$ cat src/rtl/led_bank_pkg.sv
// Shared types for the LED blinker bank: channel modes and the per-channel
// configuration bundle carried from the config port to each channel.
package led_bank_pkg;

    typedef enum logic [1:0] {
        MODE_OFF   = 2'd0,
        MODE_ON    = 2'd1,
        MODE_BLINK = 2'd2,
        MODE_PWM   = 2'd3
    } mode_t;

    // Fields are sized for the widest supported counter; channels use the low CNT_W bits.
    localparam int CFG_W = 32;

    typedef struct packed {
        mode_t              mode;
        logic [CFG_W-1:0]   period;
        logic [CFG_W-1:0]   duty;
    } chan_cfg_t;

endpackage

$ cat src/rtl/led_channel.sv
// One LED channel: mode/period/duty registers, phase counter, blink toggle
// and the registered LED output derived from next-state values.
module led_channel
    import led_bank_pkg::*;
#(
    parameter int    CNT_W      = 16,
    parameter mode_t DEF_MODE   = MODE_BLINK,
    parameter int    DEF_PERIOD = 500
) (
    input  logic      sys_clk,
    input  logic      sys_rst,
    input  logic      tick,
    input  logic      wr,
    input  chan_cfg_t cfg_i,
    output logic      led_o
);

    mode_t              mode_q,   mode_d;
    logic [CNT_W-1:0]   period_q, period_d;
    logic [CNT_W-1:0]   duty_q,   duty_d;
    logic [CNT_W-1:0]   phase_q,  phase_d;
    logic               tgl_q,    tgl_d;
    logic               led_q,    led_d;
    logic [CNT_W-1:0]   peff;

    // Upper config bits beyond CNT_W are intentionally dropped.
    if (CNT_W < CFG_W) begin : g_cfg_hi
        logic cfg_unused;
        assign cfg_unused = ^{cfg_i.period[CFG_W-1:CNT_W], cfg_i.duty[CFG_W-1:CNT_W]};
    end

    always_comb begin
        peff     = (period_q == '0) ? CNT_W'(1) : period_q;
        mode_d   = mode_q;
        period_d = period_q;
        duty_d   = duty_q;
        phase_d  = phase_q;
        tgl_d    = tgl_q;
        led_d    = 1'b0;

        // A write beats a coincident tick: the channel restarts from phase 0.
        if (wr) begin
            mode_d   = cfg_i.mode;
            period_d = cfg_i.period[CNT_W-1:0];
            duty_d   = cfg_i.duty[CNT_W-1:0];
            phase_d  = '0;
            tgl_d    = 1'b0;
        end else if (tick) begin
            if (phase_q >= peff - 1'b1) begin
                phase_d = '0;
                if (mode_q == MODE_BLINK) begin
                    tgl_d = ~tgl_q;
                end
            end else begin
                phase_d = phase_q + 1'b1;
            end
        end

        case (mode_d)
            MODE_OFF:   led_d = 1'b0;
            MODE_ON:    led_d = 1'b1;
            MODE_BLINK: led_d = tgl_d;
            MODE_PWM:   led_d = (phase_d < duty_d);
            default:    led_d = 1'b0;
        endcase
    end

    always_ff @(posedge sys_clk) begin
        if (sys_rst) begin
            mode_q   <= DEF_MODE;
            period_q <= CNT_W'(DEF_PERIOD);
            duty_q   <= CNT_W'(DEF_PERIOD / 2);
            phase_q  <= '0;
            tgl_q    <= 1'b0;
            led_q    <= 1'b0;
        end else begin
            mode_q   <= mode_d;
            period_q <= period_d;
            duty_q   <= duty_d;
            phase_q  <= phase_d;
            tgl_q    <= tgl_d;
            led_q    <= led_d;
        end
    end

    assign led_o = led_q;

endmodule

$ cat src/rtl/led_blinker_bank.sv
// Bank of NCH run-time configurable LED drivers sharing one prescaler tick,
// with a single-cycle config write port acknowledged one cycle later.
module led_blinker_bank
    import led_bank_pkg::*;
#(
    parameter int    NCH        = 8,
    parameter int    TICK_DIV   = 100000,
    parameter int    CNT_W      = 16,
    parameter mode_t DEF_MODE   = MODE_BLINK,
    parameter int    DEF_PERIOD = 500,
    localparam int   CH_W       = (NCH > 1) ? $clog2(NCH) : 1
) (
    input  logic             sys_clk,
    input  logic             sys_rst,
    input  logic             cfg_we,
    input  logic [CH_W-1:0]  cfg_ch,
    input  logic [1:0]       cfg_mode,
    input  logic [CNT_W-1:0] cfg_period,
    input  logic [CNT_W-1:0] cfg_duty,
    output logic             cfg_ack,
    output logic             cfg_err,
    output logic             tick,
    output logic [NCH-1:0]   led
);

    localparam int               PRE_W    = (TICK_DIV > 1) ? $clog2(TICK_DIV) : 1;
    localparam logic [PRE_W-1:0] PRE_LAST = PRE_W'(TICK_DIV - 1);

    logic [PRE_W-1:0] pre_cnt_q, pre_cnt_d;
    logic             tick_w;
    logic             ch_valid;
    logic             ack_q, ack_d;
    logic             err_q, err_d;
    logic [NCH-1:0]   wr_vec;
    chan_cfg_t        cfg_bus;

    always_comb begin
        tick_w    = (pre_cnt_q == PRE_LAST);
        pre_cnt_d = tick_w ? '0 : pre_cnt_q + 1'b1;

        ch_valid  = (32'(cfg_ch) < 32'(NCH));
        ack_d     = cfg_we;
        err_d     = cfg_we & ~ch_valid;

        cfg_bus.mode   = mode_t'(cfg_mode);
        cfg_bus.period = CFG_W'(cfg_period);
        cfg_bus.duty   = CFG_W'(cfg_duty);
    end

    always_ff @(posedge sys_clk) begin
        if (sys_rst) begin
            pre_cnt_q <= '0;
            ack_q     <= 1'b0;
            err_q     <= 1'b0;
        end else begin
            pre_cnt_q <= pre_cnt_d;
            ack_q     <= ack_d;
            err_q     <= err_d;
        end
    end

    for (genvar gi = 0; gi < NCH; gi++) begin : g_ch
        assign wr_vec[gi] = cfg_we & ch_valid & (cfg_ch == CH_W'(gi));

        led_channel #(
            .CNT_W      (CNT_W),
            .DEF_MODE   (DEF_MODE),
            .DEF_PERIOD (DEF_PERIOD)
        ) u_chan (
            .sys_clk (sys_clk),
            .sys_rst (sys_rst),
            .tick    (tick_w),
            .wr      (wr_vec[gi]),
            .cfg_i   (cfg_bus),
            .led_o   (led[gi])
        );
    end

    assign tick    = tick_w;
    assign cfg_ack = ack_q;
    assign cfg_err = err_q;

endmodule

$ cat config.mk
export PLATFORM = sky130hd
export DESIGN_NAME = led_blinker_bank
export DESIGN_NICKNAME = d
export VERILOG_FILES = /design/src/rtl/led_bank_pkg.sv /design/src/rtl/led_channel.sv /design/src/rtl/led_blinker_bank.sv
export SDC_FILE = /design/constraint.sdc
export NUM_CORES = 1
export LEC_CHECK = 0
export BUFFER_PORTS_ARGS = -buffer_cell sky130_fd_sc_hd__buf_4
export CAP_MARGIN = 20
export CELL_PAD_IN_SITES_DETAIL_PLACEMENT = 1
export CELL_PAD_IN_SITES_GLOBAL_PLACEMENT = 1
export CORE_UTILIZATION = 44
export DETAILED_ROUTE_END_ITERATION = 10
export PLACE_DENSITY_LB_ADDON = 0.1
export SLEW_MARGIN = 20
export SYNTH_ARGS = -nofsm -noshare
export SYNTH_HDL_FRONTEND = slang
export SYNTH_SLANG_ARGS = --single-unit
$ cat constraint.sdc
create_clock -name sys_clk -period 5.1 [get_ports sys_clk]
set_input_delay 1.02 -clock sys_clk [delete_from_list [all_inputs] [get_ports sys_clk]]
set_output_delay 1.02 -clock sys_clk [all_outputs]
set_load 0.02 [all_outputs]
==> report_table.html <==
<table>
<tr><th>Metric</th><th>Value</th></tr>
<tr><th colspan="2">Outcome</th></tr>
<tr><td>Run status</td><td>finished, violations left</td></tr>
<tr><td>Failing checks</td><td>negative setup slack</td></tr>
<tr><th colspan="2">Clock network</th></tr>
<tr><td>Clock input transition at the sequential cells of the worst setup and hold paths</td><td>0.06 ns</td></tr>
<tr><td>Clock Sink Count</td><td>434</td></tr>
<tr><td>Clock buffer count from CTS</td><td>52</td></tr>
<tr><td>Clock tree from TritonCTS</td><td>built</td></tr>
<tr><td>H-tree lvl count</td><td>2</td></tr>
<tr><td>Clock root cell</td><td>clkbuf_16</td></tr>
<tr><td>CTS Hold Bufs</td><td>0</td></tr>
<tr><td>Deepest clock path buffer count</td><td>3</td></tr>
<tr><td>Worst-Skew Late Latency</td><td>0.62 ns</td></tr>
<tr><th colspan="2">Detailed routing</th></tr>
<tr><td>Post-DR wirelength/cell</td><td>21.5 um</td></tr>
<tr><td>Total DRC errors in the routed layout</td><td>0</td></tr>
<tr><td>Drt initial violations</td><td>993</td></tr>
<tr><td>Initial DRT Pass Iterations</td><td>5</td></tr>
<tr><td>Vias per cell</td><td>5.63</td></tr>
<tr><td>Via count</td><td>22600</td></tr>
<tr><td>Residual antenna-violating net count after detailed routing</td><td>0</td></tr>
<tr><td>Total wire length after detailed routing</td><td>86500 um</td></tr>
<tr><th colspan="2">Worst setup path</th></tr>
<tr><td>Number of cells on the worst reg-to-reg path</td><td>25</td></tr>
<tr><td>Setup crit end kind</td><td>flop</td></tr>
<tr><td>Maximum fanout along the worst path</td><td>6</td></tr>
<tr><td>Gate family responsible for the most delay along the worst path</td><td>simple AND/OR/NAND/NOR gates</td></tr>
<tr><td>CP max stage cell</td><td>or4_4</td></tr>
<tr><td>Endpoint of the lowest-slack register-to-register path</td><td>g_ch[5].u_chan.led_o</td></tr>
<tr><td>Flop-to-flop setup slack</td><td>-0.39 ns</td></tr>
<tr><td>Startpoint of the lowest-slack register-to-register path</td><td>g_ch[5].u_chan.period_q[12]</td></tr>
<tr><td>CP Launch Type</td><td>flop</td></tr>
<tr><td>Worst setup startpoint</td><td>g_ch[5].u_chan.period_q[12]</td></tr>
<tr><td>Req. time, crit path</td><td>5.61 ns</td></tr>
<tr><td>Instance count on the critical path</td><td>25</td></tr>
<tr><td>Critical path arrival</td><td>6.01 ns</td></tr>
<tr><td>Critical setup path kind</td><td>reg2reg</td></tr>
<tr><td>Max stage delay on crit path</td><td>0.53 ns</td></tr>
<tr><td>Sum of buffers and inverters on the critical path</td><td>0</td></tr>
<tr><td>Critical path's most frequent cell</td><td>nor2_2</td></tr>
<tr><td>End point of the critical path</td><td>g_ch[5].u_chan.led_o</td></tr>
<tr><th colspan="2">Pwr</th></tr>
<tr><td>Leak</td><td>13.2 nW</td></tr>
<tr><td>Net switching fraction of the power</td><td>25.6%</td></tr>
<tr><td>Fraction of power consumed by sequential logic</td><td>44.3%</td></tr>
<tr><td>Peak supply drop</td><td>252 uV</td></tr>
<tr><td>Power per Cell Area</td><td>260 mW/mm^2</td></tr>
<tr><td>Combinational Power Share</td><td>8.3%</td></tr>
<tr><td>Post-layout power</td><td>0.00787 W</td></tr>
<tr><td>Cell-internal power</td><td>0.00586 W</td></tr>
<tr><td>Switching power summed over all nets</td><td>0.00201 W</td></tr>
<tr><td>Clock share of power</td><td>47.3%</td></tr>
<tr><th colspan="2">Placed design</th></tr>
<tr><td>Detailed placement HPWL</td><td>58700 um</td></tr>
<tr><td>Count of buffers from port buffering</td><td>49</td></tr>
<tr><td>Routability congestion estimate from global placement</td><td>0.883</td></tr>
<tr><th colspan="2">STA</th></tr>
<tr><td>RSZ-0062 raised after global routing</td><td>true</td></tr>
<tr><td>Hold Fails Final Rpt</td><td>0</td></tr>
<tr><td>Share of the clock period used by the worst path</td><td>108%</td></tr>
<tr><td>Worst slew pin tran</td><td>0.917 ns</td></tr>
<tr><td>Final setup violation count</td><td>6</td></tr>
<tr><td>Time the final worst path needs with I/O delays and setup</td><td>5.49 ns</td></tr>
<tr><td>Max-Slew Margin vs Limit</td><td>38.7%</td></tr>
<tr><td>Max-slew violation total from the final report</td><td>0</td></tr>
<tr><td>Setup skew after layout</td><td>0.0193 ns</td></tr>
<tr><td>Setup TNS after final layout</td><td>-0.842 ns</td></tr>
<tr><td>Final Worst Setup Slack</td><td>-0.395 ns</td></tr>
<tr><td>Max Freq</td><td>182 MHz</td></tr>
<tr><th colspan="2">Global routing</th></tr>
<tr><td>Aggregate global routing overflow</td><td>0</td></tr>
<tr><td>Met2 demand-to-capacity share in global routing</td><td>48.6%</td></tr>
<tr><td>Overall Global Routing Usage</td><td>29.0%</td></tr>
<tr><td>Gr busiest metal</td><td>met2</td></tr>
<tr><td>Antenna violations before repair</td><td>8</td></tr>
<tr><td>Pin count of the biggest net entering global routing</td><td>126</td></tr>
<tr><td>Via count of the first global-routing pass</td><td>23100</td></tr>
<tr><td>Global-route met1 utilization</td><td>37.6%</td></tr>
<tr><td>First-pass GRT wire length</td><td>129000 um</td></tr>
<tr><td>Routing usage on met3</td><td>4.06%</td></tr>
<tr><th colspan="2">Floorplan</th></tr>
<tr><td>I/O pin total</td><td>51</td></tr>
<tr><td>Vert. Die Dim</td><td>241 um</td></tr>
<tr><td>Die Outline Area</td><td>0.0581 mm^2</td></tr>
<tr><td>Area of the core</td><td>0.0564 mm^2</td></tr>
<tr><td>Initial Utilization</td><td>44.6%</td></tr>
<tr><td>Number of placement rows</td><td>87</td></tr>
<tr><td>Die X-Extent</td><td>241 um</td></tr>
<tr><th colspan="2">Synth</th></tr>
<tr><td>Synth Net Count</td><td>3352</td></tr>
<tr><td>Leading register cell type out of synthesis</td><td>dfxtp_1</td></tr>
<tr><td>Register area share after synthesis</td><td>34.6%</td></tr>
<tr><td>Post-synthesis cell type with the largest combined area</td><td>dfxtp_1</td></tr>
<tr><td>Syn avg cell area</td><td>8.25 um^2</td></tr>
<tr><td>Count of yosys warnings during synthesis</td><td>0</td></tr>
<tr><td>Count of flip-flops with a built-in enable after synthesis</td><td>0</td></tr>
<tr><td>Area of the mapped netlist</td><td>0.0251 mm^2</td></tr>
<tr><td>Asr flop ratio synth</td><td>0%</td></tr>
<tr><td>Most instantiated cells after synthesis</td><td>nor2_1, nand2_1, dfxtp_1</td></tr>
<tr><td>Number of synthesized register bits</td><td>434</td></tr>
<tr><td>Cell with the most instances after synthesis</td><td>nor2_1</td></tr>
<tr><td>Cell types occupying the most area after synthesis</td><td>dfxtp_1, ha_1, nor2_1</td></tr>
<tr><td>Cell count after synthesis</td><td>3047</td></tr>
<tr><td>Share of Yosys cell area claimed by the top area cell type</td><td>34.6%</td></tr>
<tr><td>Unique cell type count in the Yosys netlist</td><td>69</td></tr>
<tr><th colspan="2">Worst hold path</th></tr>
<tr><td>Hold crit path type</td><td>reg2reg</td></tr>
<tr><th colspan="2">Cells and area</th></tr>
<tr><td>Area grow syn2layout</td><td>20.5%</td></tr>
<tr><td>Layout cells sized above 1</td><td>16.8%</td></tr>
<tr><td>NumNets Final</td><td>3525</td></tr>
<tr><th colspan="2">Flow run</th></tr>
<tr><td>Count of max-cap constraint violations</td><td>0</td></tr>
</table>
-- power groups by stage --
stage / combinational [W] / clock, W / sequential, W
floorplan: 0.000350 / 0 / 0.00355
global placement: 0.000581 / 0 / 0.00355
detailed placement: 0.000607 / 0 / 0.00356
CTS: 0.000621 / 0.00380 / 0.00348
global route: 0.000701 / 0.00392 / 0.00349
finish: 0.000657 / 0.00373 / 0.00349
-- logic make-up (layout without fill, tap and decap cells) --
family	Yosys count	count (layout)	share of synthesized area, %
xor+xnor	228	228	7.94
flops	434	434	34.6
buf+inv	206	416	3.46
simple gates	1397	1398	26.0
mux	143	143	5.69
other cells	1	2	0.0149
compound gates	373	373	9.14
fa+ha+maj	265	265	13.2
-- timing repair --
action / 4_1_cts / 5_1_grt
pin swaps: 38 / 116
endpoints found under the setup margin: 8 / 24
buffers inserted: 16 / 24
resized for setup: 81 / 159
cloned: 1 / 0
-- worst reg2reg max path, stage by stage (launching register included) --
cell	delay, ns
dfxtp_2	0.32
or4_4	0.53
or3_4	0.38
or3b_4	0.43
nor4_4	0.30
nor2_2	0.08
ha_2	0.19
nor3b_4	0.17
nand2_2	0.12
nor3_2	0.06
xnor2_1	0.20
ha_1	0.29
nand2_2	0.09
o21ai_4	0.07
a21o_1	0.19
o311ai_4	0.35
nand2_4	0.15
nor2_2	0.15
ha_1	0.27
a21oi_2	0.15
nor2_2	0.05
a211oi_2	0.25
o311a_1	0.20
o21ai_1	0.05
and4_1	0.18
a211oi_2	0.19
-- per-stage QoR --
step                      std cells  hold WS, ns  setup WS [ns]  util (%)  instance area [um^2]
after global placement         3882        0.462         -0.357      48.4                 27300
final                          4015        0.482         -0.395      53.7                 30300
after CTS                      3991        0.475         -0.297      52.2                 29400
after global routing           4014        0.508         -0.582      53.7                 30300
after floorplan                3047        0.442        -0.0788         -                 25200
after detailed placement       3882        0.470         -0.546      48.4                 27300
-- sequential cells by signal, indices dropped and copies added, names as in the netlist --
name	flops
g_ch.u_chan.tgl_q	8
pre_cnt_q	17
g_ch.u_chan.mode_q	16
g_ch.u_chan.duty_q	128
g_ch.u_chan.period_q	128
cfg_ack	1
g_ch.u_chan.led_o	8
g_ch.u_chan.phase_q	128
-- layout make-up --
| class | count | area [um^2] |
|---|---|---|
| clock buffer | 75 | 1500 |
| antenna | 1 | 2.50 |
| fill | 6714 | 26100 |
| inverter | 49 | 184 |
| timing repair buffer | 275 | 2170 |
| multi-input combinational | 2408 | 16600 |
| clock inverter | 17 | 170 |
| tap | 756 | 946 |
| sequential | 434 | 8700 |
-- worst min path at each step --
| stage | startpoint | end | slack (ns) | depth (start not counted) |
|---|---|---|---|---|
| floorplan | g_ch[5].u_chan.period_q[15] | g_ch[5].u_chan.period_q[15] | 0.44 | 2 |
| global placement | g_ch[6].u_chan.period_q[0] | g_ch[6].u_chan.period_q[0] | 0.46 | 2 |
| detailed placement | g_ch[5].u_chan.period_q[15] | g_ch[5].u_chan.period_q[15] | 0.47 | 2 |
| CTS | g_ch[5].u_chan.period_q[15] | g_ch[5].u_chan.period_q[15] | 0.47 | 2 |
| global route | g_ch[0].u_chan.duty_q[1] | g_ch[0].u_chan.duty_q[1] | 0.51 | 2 |
| finish | g_ch[0].u_chan.duty_q[5] | g_ch[0].u_chan.duty_q[5] | 0.48 | 2 |
-- routing by layer --
metal	up-vias	wire length, um	share of wire (%)
li1	10800	-	-
met1	11200	38900	45
met2	412	40600	47
met3	166	3870	4.5
met4	2	3110	3.6
met5	-	14	0.016
-- cells in the final DEF (no fill, tap or decap), drive strengths merged, types with 15 or more instances in the layout --
cell,instances
a21o,47
a21oi,172
and3,34
buf,274
clkbuf,76
dfxtp,434
ha,265
inv,51
mux2i,143
nand2,439
nand2b,65
nand3,53
nand3b,69
nand4,66
nor2,483
nor3,54
nor4,29
o21ai,61
or3,17
or4,15
xnor2,144
xor2,84
Power figures use the tool's default switching activity.
